===== src/rtl/icache_pkg.sv =====
// rtl/icache_pkg.sv - shared geometry, state enum and slot helper for the icache refill engine
//
// Purpose: constants describing the 1 KB direct-mapped instruction cache
//          (32 lines x 256 bits, addr = {tag[23:0], index[4:0], offset[2:0]}),
//          the refill FSM state type, and the word-slot bit-position helper.
// Ports:   none (package).
package icache_pkg;

  localparam int TAG_W    = 24;
  localparam int INDEX_W  = 5;
  localparam int OFFSET_W = 3;
  localparam int WORD_W   = 32;
  localparam int LINE_W   = WORD_W << OFFSET_W;
  localparam int WORDS    = 1 << OFFSET_W;
  localparam int LINES    = 32;

  typedef enum logic [1:0] {
    IDLE  = 2'd0,
    FETCH = 2'd1,
    WRITE = 2'd2
  } refill_state_e;

  // Word 0 sits in the most significant slot: word w is bits [255-32w : 224-32w].
  function automatic int word_lsb(input int slot);
    return LINE_W - WORD_W * (slot + 1);
  endfunction

endpackage


===== src/rtl/icache_line_buf.sv =====
// rtl/icache_line_buf.sv - 8 x 32-bit slot register assembling one cache line
//
// Purpose: holds the words of the line being refilled; one slot written per
//          cycle, all slots presented as a flat 256-bit line.
// Ports:
//   clk      in   clock, rising edge
//   reset    in   asynchronous active-low reset (clears all slots)
//   wr_en    in   write wr_data into slot wr_slot this cycle
//   wr_slot  in   3-bit slot select (word offset within the line)
//   wr_data  in   32-bit word
//   line     out  256-bit assembled line, word 0 in bits [255:224]
module icache_line_buf
  import icache_pkg::*;
(
  input  logic                clk,
  input  logic                reset,
  input  logic                wr_en,
  input  logic [OFFSET_W-1:0] wr_slot,
  input  logic [WORD_W-1:0]   wr_data,
  output logic [LINE_W-1:0]   line
);

  logic [WORD_W-1:0] slot_q [WORDS];
  logic [WORD_W-1:0] slot_d [WORDS];

  always_comb begin
    for (int i = 0; i < WORDS; i++) begin
      slot_d[i] = slot_q[i];
    end
    if (wr_en) begin
      slot_d[wr_slot] = wr_data;
    end
  end

  always_ff @(posedge clk or negedge reset) begin
    if (!reset) begin
      for (int i = 0; i < WORDS; i++) begin
        slot_q[i] <= '0;
      end
    end else begin
      for (int i = 0; i < WORDS; i++) begin
        slot_q[i] <= slot_d[i];
      end
    end
  end

  always_comb begin
    line = '0;
    for (int i = 0; i < WORDS; i++) begin
      line[word_lsb(i) +: WORD_W] = slot_q[i];
    end
  end

endmodule


===== src/rtl/icache_refill.sv =====
// rtl/icache_refill.sv - line-fill engine writing refilled lines into the icache arrays
//
// Purpose: accepts a miss address, reads the 8 words of the line over a
//          req/ack memory handshake, then issues a one-cycle line write.
// Build option: ICACHE_REFILL_CWF_EN enables critical-word-first ordering and
//          the crit_valid/crit_word outputs; undefined, words are fetched 0..7.
// Ports:
//   clk, reset              clock; asynchronous active-low reset
//   miss_valid/miss_addr    miss request from fetch; miss_ready high only in IDLE
//   flush                   aborts an in-flight fetch (no write issued)
//   mem_req/mem_addr        memory read request, address {tag, index, beat}
//   mem_ack/mem_rdata       memory returns a word
//   line_we, line_index, line_tag, line_data, line_valid
//                           one-cycle write to the tag/data/valid arrays
//   refill_done             pulse coincident with line_we
//   busy                    high whenever not IDLE
//   crit_valid/crit_word    (CWF build) pulse and word of the first returned beat
module icache_refill
  import icache_pkg::*;
(
  input  logic               clk,
  input  logic               reset,
  input  logic               miss_valid,
  input  logic [31:0]        miss_addr,
  output logic               miss_ready,
  input  logic               flush,
  output logic               mem_req,
  output logic [31:0]        mem_addr,
  input  logic               mem_ack,
  input  logic [WORD_W-1:0]  mem_rdata,
  output logic               line_we,
  output logic [INDEX_W-1:0] line_index,
  output logic [TAG_W-1:0]   line_tag,
  output logic [LINE_W-1:0]  line_data,
  output logic               line_valid,
  output logic               refill_done,
  output logic               busy
`ifdef ICACHE_REFILL_CWF_EN
  ,
  output logic               crit_valid,
  output logic [WORD_W-1:0]  crit_word
`endif
);

  refill_state_e       state_q, state_d;
  logic [TAG_W-1:0]    tag_q, tag_d;
  logic [INDEX_W-1:0]  index_q, index_d;
  logic [OFFSET_W-1:0] beat_q, beat_d;
  logic [OFFSET_W-1:0] count_q, count_d;
  logic                buf_we;
  logic [OFFSET_W-1:0] start_beat;

`ifdef ICACHE_REFILL_CWF_EN
  logic                crit_valid_q, crit_valid_d;
  logic [WORD_W-1:0]   crit_word_q, crit_word_d;

  assign start_beat = miss_addr[OFFSET_W-1:0];
`else
  logic                unused_miss_offset;

  assign start_beat         = '0;
  assign unused_miss_offset = ^miss_addr[OFFSET_W-1:0];
`endif

  always_comb begin
    state_d = state_q;
    tag_d   = tag_q;
    index_d = index_q;
    beat_d  = beat_q;
    count_d = count_q;
    buf_we  = 1'b0;
`ifdef ICACHE_REFILL_CWF_EN
    crit_valid_d = 1'b0;
    crit_word_d  = crit_word_q;
`endif
    case (state_q)
      IDLE: begin
        // flush is deliberately not consulted here so it cannot block an accept.
        if (miss_valid) begin
          tag_d   = miss_addr[31 -: TAG_W];
          index_d = miss_addr[OFFSET_W +: INDEX_W];
          beat_d  = start_beat;
          count_d = '0;
          state_d = FETCH;
        end
      end
      FETCH: begin
        // flush wins over a same-cycle ack; the partial line is simply never written.
        if (flush) begin
          state_d = IDLE;
        end else if (mem_ack) begin
          buf_we  = 1'b1;
          beat_d  = beat_q + 1'b1;
          count_d = count_q + 1'b1;
`ifdef ICACHE_REFILL_CWF_EN
          if (count_q == '0) begin
            crit_valid_d = 1'b1;
            crit_word_d  = mem_rdata;
          end
`endif
          if (count_q == '1) begin
            state_d = WRITE;
          end
        end
      end
      WRITE: begin
        state_d = IDLE;
      end
      default: begin
        state_d = IDLE;
      end
    endcase
  end

  always_ff @(posedge clk or negedge reset) begin
    if (!reset) begin
      state_q <= IDLE;
      tag_q   <= '0;
      index_q <= '0;
      beat_q  <= '0;
      count_q <= '0;
`ifdef ICACHE_REFILL_CWF_EN
      crit_valid_q <= 1'b0;
      crit_word_q  <= '0;
`endif
    end else begin
      state_q <= state_d;
      tag_q   <= tag_d;
      index_q <= index_d;
      beat_q  <= beat_d;
      count_q <= count_d;
`ifdef ICACHE_REFILL_CWF_EN
      crit_valid_q <= crit_valid_d;
      crit_word_q  <= crit_word_d;
`endif
    end
  end

  // Slot placement is by word offset (beat), independent of fetch order.
  icache_line_buf u_line_buf (
    .clk     (clk),
    .reset   (reset),
    .wr_en   (buf_we),
    .wr_slot (beat_q),
    .wr_data (mem_rdata),
    .line    (line_data)
  );

  assign miss_ready  = (state_q == IDLE);
  assign busy        = (state_q != IDLE);
  assign mem_req     = (state_q == FETCH);
  assign mem_addr    = {tag_q, index_q, beat_q};
  assign line_we     = (state_q == WRITE);
  assign line_valid  = (state_q == WRITE);
  assign refill_done = (state_q == WRITE);
  assign line_index  = index_q;
  assign line_tag    = tag_q;

`ifdef ICACHE_REFILL_CWF_EN
  assign crit_valid = crit_valid_q;
  assign crit_word  = crit_word_q;
`endif

endmodule


===== config.mk =====
export PLATFORM = sky130hd
export DESIGN_NAME = icache_refill
export DESIGN_NICKNAME = d
export VERILOG_FILES = /design/src/rtl/icache_pkg.sv /design/src/rtl/icache_line_buf.sv /design/src/rtl/icache_refill.sv
export SDC_FILE = /design/constraint.sdc
export NUM_CORES = 1
export LEC_CHECK = 0
export CAP_MARGIN = 20
export CORE_ASPECT_RATIO = 0.5
export CORE_MARGIN = 5
export CORE_UTILIZATION = 35
export CTS_BUF_LIST = sky130_fd_sc_hd__clkbuf_8
export DETAILED_ROUTE_END_ITERATION = 10
export SETUP_SLACK_MARGIN = 0.02
export SYNTH_ARGS = -nofsm -noshare
export SYNTH_HDL_FRONTEND = slang
export SYNTH_HIERARCHICAL = 1
export SYNTH_SLANG_ARGS = --single-unit

===== constraint.sdc =====
create_clock -name clk -period 3.92 [get_ports clk]
set_input_delay 0.98 -clock clk [delete_from_list [all_inputs] [get_ports clk]]
set_output_delay 0.98 -clock clk [all_outputs]
set_load 0.005 [all_outputs]

==> reports/results.tsv, run 1 <==
stage	metric	value	unit
power_and_ir_drop	p_per_area	598.2	nW/µm²
clock_tree	cts.reportedPaths.clkPinSlew	0.06	ns
routing	drcViolationCount	0	
critical_path	critPathBufInv	1	
die	coreArea	31770	µm²
timing	rsz0062_at_grt	no	
grt	grt_pass1_vias	7823	
critical_path	crit_chain	nor2b_1 -> clkdlybuf4s50_1	
timing	final-hold-violation-count	0	
clock_tree	h-tree-depth	2	
timing	period_minus_slack	2.984	ns
die	io_pins	392	
synthesis	yosysTopAreaCell	dfrtp_1	
die	rows	46	
timing	worst_hold_slack	0.4105	ns
cells_and_area	final-seq-area	7332	µm²
timing	fin_skew	0.02069	ns
routing	wl_per_cell	22.28	µm
critical_path	critPathSlowestCell	clkdlybuf4s50_1	
synthesis	synth_cell_types	23	
synthesis	syn_area_per_cell	16.70	µm²
critical_path	critPathMaxStageDelay	0.60	ns
critical_path	end_kind	output pin	
clock_tree	hold_buffers	0	
synthesis	synth_ff_type	dfrtp_1	
synthesis	synthTopCellsByCount	293 x dfrtp_1, 244 x mux2_2, 43 x mux2_1	
synthesis	yosys.area.top_type_share	64.76	%
cells_and_area	final_core_util	51.85	%
power_and_ir_drop	p_leak	7.504	nW
grt	grt_pass1_wl	50.77	mm
timing	finalCritPeriodShare	76.13	%
synthesis	yosys_register_bits	293	
clock_tree	ctsResizeCount	0	
power_and_ir_drop	p_total	9.853	mW
clock_tree	clockBufferDepth	3	
critical_path	cp_top_family	buffers and inverters	
synthesis	synth_mux_area_share	28.72	%
die	die-width	264.4	µm
grt	grt_max_degree	87	
power_and_ir_drop	switching_share	26.57	%
power_and_ir_drop	p_switching	2.618	mW
timing	slew_headroom	52.86	%
critical_path	start_kind	register	
clock_tree	cts_made_buffers	47	
synthesis	synthAdderAreaFrac	0.3315	%
grt	track_usage	18.29	%
timing	final_max_slew_viol_count	0	
synthesis	netlist_area	11320	µm²
critical_path	cp.arrival	2.00	ns
timing	worst_pin_slew	0.7071	ns
critical_path	path_class	reg2out	
cells_and_area	areaGrowthSynthToFinish	45.49	%
synthesis	synthCells	678	
worst_hold_path	hp-class	in2async	
clock_tree	cts_sinks	293	
power_and_ir_drop	seqPwrFrac	43.0	%
cells_and_area	fin_nets	1142	
synthesis	synth_edf_count	0	
grt	antenna_found_initial	0	
routing	drtAntennaViolNets	0	
power_and_ir_drop	p_int	7.236	mW
critical_path	critical_path_required	2.94	ns
power_and_ir_drop	clock_power_share	26.7	%
routing	drtPass1Iterations	4	
cells_and_area	fin_cells	1536	
power_and_ir_drop	ir_worst_vdd	243.5	µV
clock_tree	root_buffer	clkbuf_8	
synthesis	synth-warning-count	6	
synthesis	synthTopCellsByArea	dfrtp_1 65%, mux2_2 24%, mux2_1 4.3%, buf_4 2.3%, buf_6 1.2%	
synthesis	yosys.cell_count.top_type	dfrtp_1	
die	die_height	137.2	µm
critical_path	path_max_fanout	5	
clock_tree	clk_latency	0.57	ns
cells_and_area	drive_gt1_share	30.89	%
place	numPortBuffers	388	
place	dp_cells	1453	
place	dp_hpwl	24.40	mm
timing	setup_viol	0	
routing	wl	34.22	mm
clock_tree	cts_tree	yes	
synthesis	synthSimpleGateAreaFrac	1.426	%
synthesis	synth-async-reset-ratio	100.0	%
cells_and_area	num-fill-cells	2791	
die	dieArea	36260	µm²
clock_tree	post_cts_buffers	0	
timing	max_clock_freq	335.1	MHz
routing	vias_per_cell	4.608	
grt	grt-ovfl-total	0	
outcome	status	finished, final reports clean	
routing	drtIter0Drc	283	
cells_and_area	multiInputGateArea	3536	µm²
run	maxCapViolCount	0	
power_and_ir_drop	comb_power_share	30.3	%
routing	vias	7078	
cells_and_area	n_antenna_cell	0	
die	initial_core_util	35.64	%
synthesis	synth-xor-area-share	0	%
synthesis	yosysSeqAreaShare	64.76	%
synthesis	syn_nets	750	
place	gp_congestion	0.7610	
synthesis	synth_top_family_by_area	multiplexers	
synthesis	synth_compound_area_share	0.2984	%
timing	fin_setup_tns	0	ns
## logic make-up after synthesis
| group | Yosys count |
|---|---|
| AO/OA/AOI/OAI | 4 |
| adder cells (fa/ha/maj) | 3 |
| buffers and inverters | 70 |
| flip-flops | 293 |
| multiplexers | 289 |
| AND/OR/NAND/NOR | 19 |
## area by class of cell
cell class / count / area share, %
clock buffers: 59 / 4.930
inverters: 4 / 0.09115
clock inverters: 24 / 0.7748
well taps: 432 / 3.281
flip-flops and latches: 293 / 44.51
multi-input cells: 315 / 21.47
repair buffers: 409 / 24.94
## sequential cells by signal (all words and copies together) (netlist names)
name	flops
line_tag	24
beat_q	3
line_index	5
u_line_buf/line	256
count_q	3
state_q	2
## power by group through the flow
stage | clock (mW) | combinational [mW] | sequential, mW
floorplan | 0 | 0.870 | 4.29
global placement | 0 | 3.01 | 4.26
detailed placement | 0 | 3.05 | 4.30
CTS | 2.74 | 3.06 | 4.25
global route | 2.87 | 3.16 | 4.34
finish | 2.63 | 2.99 | 4.24
## final timing paths
| check | cells after the start | slack [ns] | start | end |
|---|---|---|---|---|
| min in group clk | 1 | 0.48 | u_line_buf/line[229] | u_line_buf/line[229] |
| max in group asynchronous | 2 | 2.60 | reset | u_line_buf/line[140] |
| worst min register to register | 1 | 0.48 | u_line_buf/line[229] | u_line_buf/line[229] |
| worst min-delay path | 1 | 0.41 | reset | u_line_buf/line[84] |
| worst max-delay path | 2 | 0.94 | state_q[1] | refill_done |
| worst max register to register | 5 | 1.69 | state_q[1] | u_line_buf/line[156] |
## layout by cell type (no fill, tap or decap), types with 2 or more instances in the layout
master           Yosys  final
buf_12               0      5
buf_4               34     16
clkbuf_8             0     59
clkdlybuf4s50_1      0    387
clkinv_2             0      6
dfrtp_1            293    293
ha_1                 3      3
inv_1                4     20
mux2_1              43     43
mux2_2             244    244
mux2i_1              2      2
nand2_1              4      4
nand4b_1             3      3
nor2b_1              2      2
nor4bb_4             0      3
## stage by stage
step | setup WS (ns) | instance area [µm²]
3_3_place_gp | 0.6320 | 15530
5_1_grt | 0.8417 | 16470
6_report | 0.9357 | 16470
3_5_place_dp | 0.6101 | 15530
4_1_cts | 0.8907 | 16470
2_1_floorplan | 1.335 | 11320
## layer usage
layer	part of all wire (%)	track usage (%)	vias up
met1	39	21.70	3751
met5	0	0	-
met4	2.4	5.426	0
li1	-	-	3146
met3	2.9	3.266	54
met2	55	34.37	127
Power figures use the tool's default switching activity.
==> run 2: changes to the inputs <==
- PLACE_DENSITY: not set -> 0.67
- clock period: 3.92 -> 2.5 ns (I/O delays scaled with it)
==> run 2 against run 1 <==
Final cell count rose by 0.91%. Sequential share of layout area fell by 0.54 points. Worst hold slack improved by 0.072 ns. Routed wire length rose by 0.99%. Final area rose by 1.3%. Clock power rose by 56%. Utilization rose by 0.67 points. Via count rose by 0.57%. Power rose by 57%. Sequential power rose by 57%.
==> reports/results.tsv, run 2 (synthesis gave the netlist of run 1 again) <==
stage	metric	value	unit	change
critical_path	path_max_fanout	3		-2
routing	drtPass1Iterations	7		+3
grt	use_met2	33.86	%	-0.51 points
clock_tree	cts_sinks	293		unchanged
place	numPortBuffers	388		unchanged
critical_path	worst_r2r_endpoint	u_line_buf/line[183]		
timing	finalWorstSetupSlack	0.1342	ns	-0.8015 ns
critical_path	crit_chain	or2_2 -> clkdlybuf4s50_1		
timing	finalCritPeriodShare	94.63	%	
grt	grt_use_met1	22.43	%	+0.73 points
critical_path	critPathBufInv	1		unchanged
die	coreArea	31770	µm²	unchanged
power_and_ir_drop	comb_power_share	30.7	%	+0.4 points
timing	rsz0062_at_grt	no		
worst_hold_path	hp-class	reg2reg		
routing	vias_per_cell	4.592		-0.34%
grt	grt_pass1_vias	7867		+0.56%
place	dp_hpwl	24.86	mm	+1.9%
timing	setup_viol	0		unchanged
routing	drtAntennaViolNets	0		unchanged
grt	grt_pass1_wl	51.23	mm	+0.90%
power_and_ir_drop	p_int	11.36	mW	+57%
routing	wl	34.56	mm	+0.99%
timing	final-hold-violation-count	0		unchanged
run	maxCapViolCount	0		unchanged
grt	use_met3	3.194	%	-0.071 points
cells_and_area	fin_nets	1155		+1.1%
routing	wl_per_cell	22.29	µm	about the same
timing	worst_hold_slack	0.4826	ns	+0.07209 ns
routing	drtIter0Drc	252		-11%
critical_path	start_kind	register		
clock_tree	clk_latency	0.57	ns	about the same
clock_tree	clockBufferDepth	3		unchanged
timing	max_clock_freq	422.7	MHz	
grt	antenna_found_initial	0		unchanged
clock_tree	cts.reportedPaths.clkPinSlew	0.06	ns	about the same
critical_path	end_kind	output pin		
power_and_ir_drop	p_switching	4.160	mW	+59%
grt	busiest_layer	met2		
timing	fin_setup_tns	0	ns	unchanged
critical_path	startpoint	state_q[0]		
grt	grt_max_degree	67		-23%
power_and_ir_drop	clock_power_share	26.4	%	-0.3 points
critical_path	rr_startpoint	state_q[1]		
grt	grt-ovfl-total	0		unchanged
timing	fin_skew	0.01239	ns	-0.008303 ns
routing	vias	7118		+0.57%
critical_path	rr_worst_depth	6		+1
timing	final_max_slew_viol_count	0		unchanged
grt	track_usage	18.55	%	+0.26 points
outcome	status	finished, final reports clean		
place	gp_congestion	0.8097		+6.4%
clock_tree	cts_tree	yes		
worst_hold_path	hold-path-cell-count	1		
die	die_height	137.2	µm	unchanged
critical_path	cp.arrival	1.74	ns	-0.26 ns
power_and_ir_drop	seqPwrFrac	42.9	%	about the same
timing	worst_pin_slew	0.5555	ns	-0.1516 ns
cells_and_area	areaGrowthSynthToFinish	47.36	%	
power_and_ir_drop	switching_share	26.81	%	+0.24 points
clock_tree	cts_made_buffers	45		-4.3%
die	initial_core_util	35.64	%	unchanged
worst_hold_path	hold_end	u_line_buf/line[229]		
die	dieArea	36260	µm²	unchanged
critical_path	cp_top_family	buffers and inverters		
cells_and_area	layout_common_cells	382 x clkdlybuf4s50_1, 289 x dfrtp_1, 244 x mux2_2		
die	die-width	264.4	µm	unchanged
power_and_ir_drop	p_per_area	930.1	nW/µm²	+55%
worst_hold_path	min_from	u_line_buf/line[229]		
clock_tree	root_buffer	clkbuf_8		
cells_and_area	drive_gt1_share	32.23	%	+1.3 points
cells_and_area	largest_register_ffs	256		unchanged
power_and_ir_drop	p_leak	7.662	nW	+2.1%
critical_path	rrSetupSlack	0.28	ns	-1.41 ns
critical_path	critPathMaxStageDelay	0.45	ns	-0.15 ns
routing	drcViolationCount	0		unchanged
place	pre_cts_ws	-0.3416	ns	-0.9518 ns
clock_tree	h-tree-depth	2		unchanged
timing	slew_headroom	62.97	%	+10 points
critical_path	path_class	reg2out		
die	rows	46		unchanged
critical_path	critPathSlowestCell	clkdlybuf4s50_1		
cells_and_area	layout_commonest_cell	clkdlybuf4s50_1		
power_and_ir_drop	ir_worst_vdd	375.0	µV	+54%
die	io_pins	392		unchanged
critical_path	critical_path_required	1.88	ns	-1.06 ns
timing	period_minus_slack	2.366	ns	
cells_and_area	final_core_util	52.52	%	+0.67 points
-- run 2: changes by cell type in the layout (fill, tap and decap cells not counted), sizes merged, moves of 3 or more --
cell / delta
buf: +14
clkdlybuf4s50: -5
clkinv: -4
dlymetal6s2s: +4
clkbuf: +3
-- run 2: worst reg2reg max path: stages (launching register included) --
cell	delay [ns]
dfrtp_2	0.43
buf_4	0.14
nor4bb_2	0.27
buf_4	0.19
nor4bb_4	0.39
buf_4	0.31
mux2_2	0.37
-- run 2: layout make-up --
class	count	area [µm²]
fill	2686	15090
clock inverter	19	82.58
multi-input combinational	315	3546
clock buffer	62	853.3
antenna	1	2.502
inverter	4	15.01
timing repair buffer	424	4308
tap	432	540.5
sequential	293	7337
-- run 2: worst max path at each step --
stage                     slack (ns)  cells after the start              endpoint
after global placement         -0.30                      7   u_line_buf/line[15]
after global routing            0.03                      2                  busy
after floorplan                 0.27                      7  u_line_buf/line[107]
after detailed placement       -0.34                      6  u_line_buf/line[183]
final                           0.13                      2                  busy
after CTS                       0.02                      3               mem_req
-- run 2: power groups by stage --
stage | sequential (mW) | clock [mW] | combinational (mW)
floorplan | 6.73 | 0 | 1.36
global placement | 6.68 | 0 | 4.77
detailed placement | 6.75 | 0 | 4.85
CTS | 6.67 | 4.24 | 4.88
global route | 6.81 | 4.49 | 5.03
finish | 6.66 | 4.10 | 4.76
-- run 2: per-layer routing --
metal  share of wire (%)  routed length, µm
met3                 3.0               1046
met1                  39              13440
met4                 3.1               1078
met2                  55              18990
met5                   0                  0
-- run 2: repair_timing --
item,in CTS,in global routing
endpoints found under the hold margin,1,0
pin swaps,0,0
gates resized for setup,7,5
buffers inserted,3,1
hold buffers,1,0
endpoints found under the setup margin,7,5
-- run 2: per-stage QoR --
stage               instances  power [mW]  area, µm²
CTS                      1548       15.79      16660
floorplan                 678       8.096      11320
detailed placement       1463       11.60      15680
global route             1549       16.33      16680
finish                   1550       15.52      16680
global placement         1463       11.45      15680
==> run 3: changes to the inputs <==
- CTS_CLUSTER_SIZE: not set -> 12
==> run 3 against run 2 <==
Sequential power hardly changed. Fmax is 1.1% higher. Global-route usage is 0.062 points lower. Critical path type unchanged. Non-clock buffer count is 1 lower. Die area stayed put. Combinational power hardly changed. Final area hardly changed. Largest power group unchanged. Critical path depth is 1 lower. Routed wire length is 0.17% lower.
==> reports/results.tsv, run 3 (synthesis gave the netlist of run 1 again) <==
stage	metric	value	unit	change
outcome	status	finished, final reports clean		
critical_path	path_max_fanout	11		+8
power_and_ir_drop	comb_power_share	30.5	%	-0.2 points
critical_path	path_class	reg2out		
power_and_ir_drop	clock_power_share	26.7	%	+0.3 points
routing	wl	34.50	mm	-0.17%
power_and_ir_drop	p_leak	7.631	nW	-0.40%
die	coreArea	31770	µm²	unchanged
clock_tree	clockBufferDepth	3		unchanged
critical_path	start_kind	register		
clock_tree	cts_sinks	293		unchanged
timing	period_minus_slack	2.341	ns	-0.02496 ns
routing	vias	7145		+0.38%
clock_tree	clk_latency	0.57	ns	about the same
critical_path	rr_startpoint	state_q[1]		
timing	rsz0062_at_grt	no		
cells_and_area	drive_gt1_share	32.28	%	+0.055 points
power_and_ir_drop	seqPwrFrac	42.7	%	-0.2 points
cells_and_area	areaGrowthSynthToFinish	47.29	%	about the same
critical_path	startpoint	beat_q[1]		
critical_path	critPathMaxStageDelay	0.61	ns	+0.16 ns
critical_path	cp_top_family	buffers and inverters		
cells_and_area	largest_register_ffs	256		unchanged
clock_tree	root_buffer	clkbuf_8		
cells_and_area	layout_common_cells	382 x clkdlybuf4s50_1, 289 x dfrtp_1, 244 x mux2_2		
clock_tree	cts_tree	yes		
cells_and_area	fin_area	16680	µm²	about the same
routing	drcViolationCount	0		unchanged
grt	grt_max_degree	67		unchanged
critical_path	critPathBufInv	1		unchanged
die	initial_core_util	35.64	%	unchanged
timing	max_clock_freq	427.2	MHz	+1.1%
die	die-width	264.4	µm	unchanged
timing	slew_headroom	63.51	%	+0.54 points
run	maxCapViolCount	0		unchanged
grt	antenna_found_initial	0		unchanged
timing	finalCritPeriodShare	93.63	%	-1.0 points
timing	final_max_slew_viol_count	0		unchanged
timing	setup_viol	0		unchanged
worst_hold_path	hp-class	reg2reg		
clock_tree	cts.reportedPaths.clkPinSlew	0.07	ns	about the same
cells_and_area	layout_commonest_cell	clkdlybuf4s50_1		
power_and_ir_drop	p_int	11.43	mW	+0.59%
cells_and_area	fin_nets	1154		-0.087%
routing	wl_per_cell	22.33	µm	+0.15%
clock_tree	h-tree-depth	2		unchanged
timing	worst_pin_slew	0.5473	ns	-0.008167 ns
routing	vias_per_cell	4.625		+0.70%
clock_tree	cts_made_buffers	45		unchanged
die	io_pins	392		unchanged
grt	grt_pass1_vias	7861		-0.076%
power_and_ir_drop	p_switching	4.162	mW	about the same
power_and_ir_drop	p_per_area	934.7	nW/µm²	+0.50%
cells_and_area	final_core_util	52.49	%	about the same
die	dieArea	36260	µm²	unchanged
routing	drtAntennaViolNets	0		unchanged
place	numPortBuffers	388		unchanged
routing	drtIter0Drc	280		+11%
die	rows	46		unchanged
routing	drtPass1Iterations	7		unchanged
place	dp_hpwl	24.86	mm	unchanged
place	gp_congestion	0.8097		unchanged
grt	track_usage	18.48	%	-0.062 points
grt	grt_pass1_wl	51.16	mm	-0.12%
die	die_height	137.2	µm	unchanged
critical_path	critPathSlowestCell	clkdlybuf4s50_1		
timing	final-hold-violation-count	0		unchanged
cells_and_area	num-fill-cells	2685		-0.037%
grt	grt-ovfl-total	0		unchanged
place	postPlaceCellArea	15680	µm²	unchanged
critical_path	cp.arrival	1.72	ns	-0.02 ns
power_and_ir_drop	ir_worst_vdd	403.6	µV	+7.7%
worst_hold_path	min_from	u_line_buf/line[229]		
critical_path	critical_path_required	1.88	ns	about the same
critical_path	crit_chain	clkdlybuf4s50_1		
critical_path	end_kind	output pin		
power_and_ir_drop	switching_share	26.70	%	-0.11 points
timing	fin_skew	0.01484	ns	+0.002455 ns
run 3: cell count changes in the layout (fill, tap and decap cells not counted), sizes merged:
| cell | previous run | this run |
|---|---|---|
| clkbuf | 62 | 61 |
| inv | 20 | 15 |
| bufinv | 0 | 1 |
| buf | 36 | 35 |
| dlygate4sd2 | 1 | 2 |
| dlymetal6s2s | 4 | 3 |
| clkinv | 2 | 3 |
run 3: worst paths after layout:
| kind | slack, ns | depth (start not counted) | to |
|---|---|---|---|
| worst max register to register | 0.25 | 6 | u_line_buf/line[183] |
| worst max-delay path | 0.16 | 1 | mem_addr[1] |
| worst min-delay path | 0.48 | 1 | u_line_buf/line[229] |
| worst min register to register | 0.48 | 1 | u_line_buf/line[229] |
| min in group asynchronous | 0.61 | 2 | u_line_buf/line[147] |
| max in group asynchronous | 1.15 | 3 | u_line_buf/line[89] |
run 3: cell type report:
| cell class | instances | area (µm²) | area share (%) |
|---|---|---|---|
| diodes | 1 | 2.502 | 0.01501 |
| well taps | 432 | 540.5 | 3.241 |
| multi-input cells | 315 | 3546 | 21.26 |
| flip-flops and latches | 293 | 7337 | 44.00 |
| repair buffers | 423 | 4297 | 25.77 |
| clock buffers | 61 | 839.6 | 5.035 |
| clock inverters | 16 | 98.84 | 0.5927 |
| inverters | 4 | 15.01 | 0.09004 |
run 3: through the flow:
| stage | worst slack [ns] | power [mW] | TNS (ns) | instances | hold slack (ns) |
|---|---|---|---|---|---|
| 4_1_cts | 0.03060 | 15.85 | 0 | 1544 | 0.4876 |
| 3_3_place_gp | -0.3008 | 11.45 | -53.73 | 1463 | 0.4705 |
| 3_5_place_dp | -0.3416 | 11.60 | -55.33 | 1463 | 0.4737 |
| 6_report | 0.1592 | 15.59 | 0 | 1545 | 0.4819 |
| 5_1_grt | 0.07400 | 16.38 | 0 | 1544 | 0.5096 |
| 2_1_floorplan | 0.2704 | 8.096 | 0 | 678 | 0.3294 |
run 3: layer usage:
layer  GRT usage, %  share of wire, %  vias to the layer above  wire length, µm
met5              0                 0                        -                0
met4          6.517               3.1                        0             1073
met3          2.962               2.9                       75              996
met2          33.72                55                      130            18910
met1          22.58                39                     3762            13510
li1               -                 -                     3178                -
run 3: timing repair:
| action | in CTS | in global routing |
|---|---|---|
| gates resized for setup | 9 | 3 |
| hold buffers | 1 | 0 |
| endpoints found under the setup margin | 7 | 3 |
| hold endpoints to repair | 1 | 0 |
| setup buffers | 3 | 0 |
run 3: power groups by stage:
stage	registers (mW)	logic (mW)	clock network, mW
finish	6.66	4.76	4.17
global route	6.82	5.02	4.54
CTS	6.67	4.88	4.30
detailed placement	6.75	4.85	0
global placement	6.68	4.77	0
floorplan	6.73	1.36	0
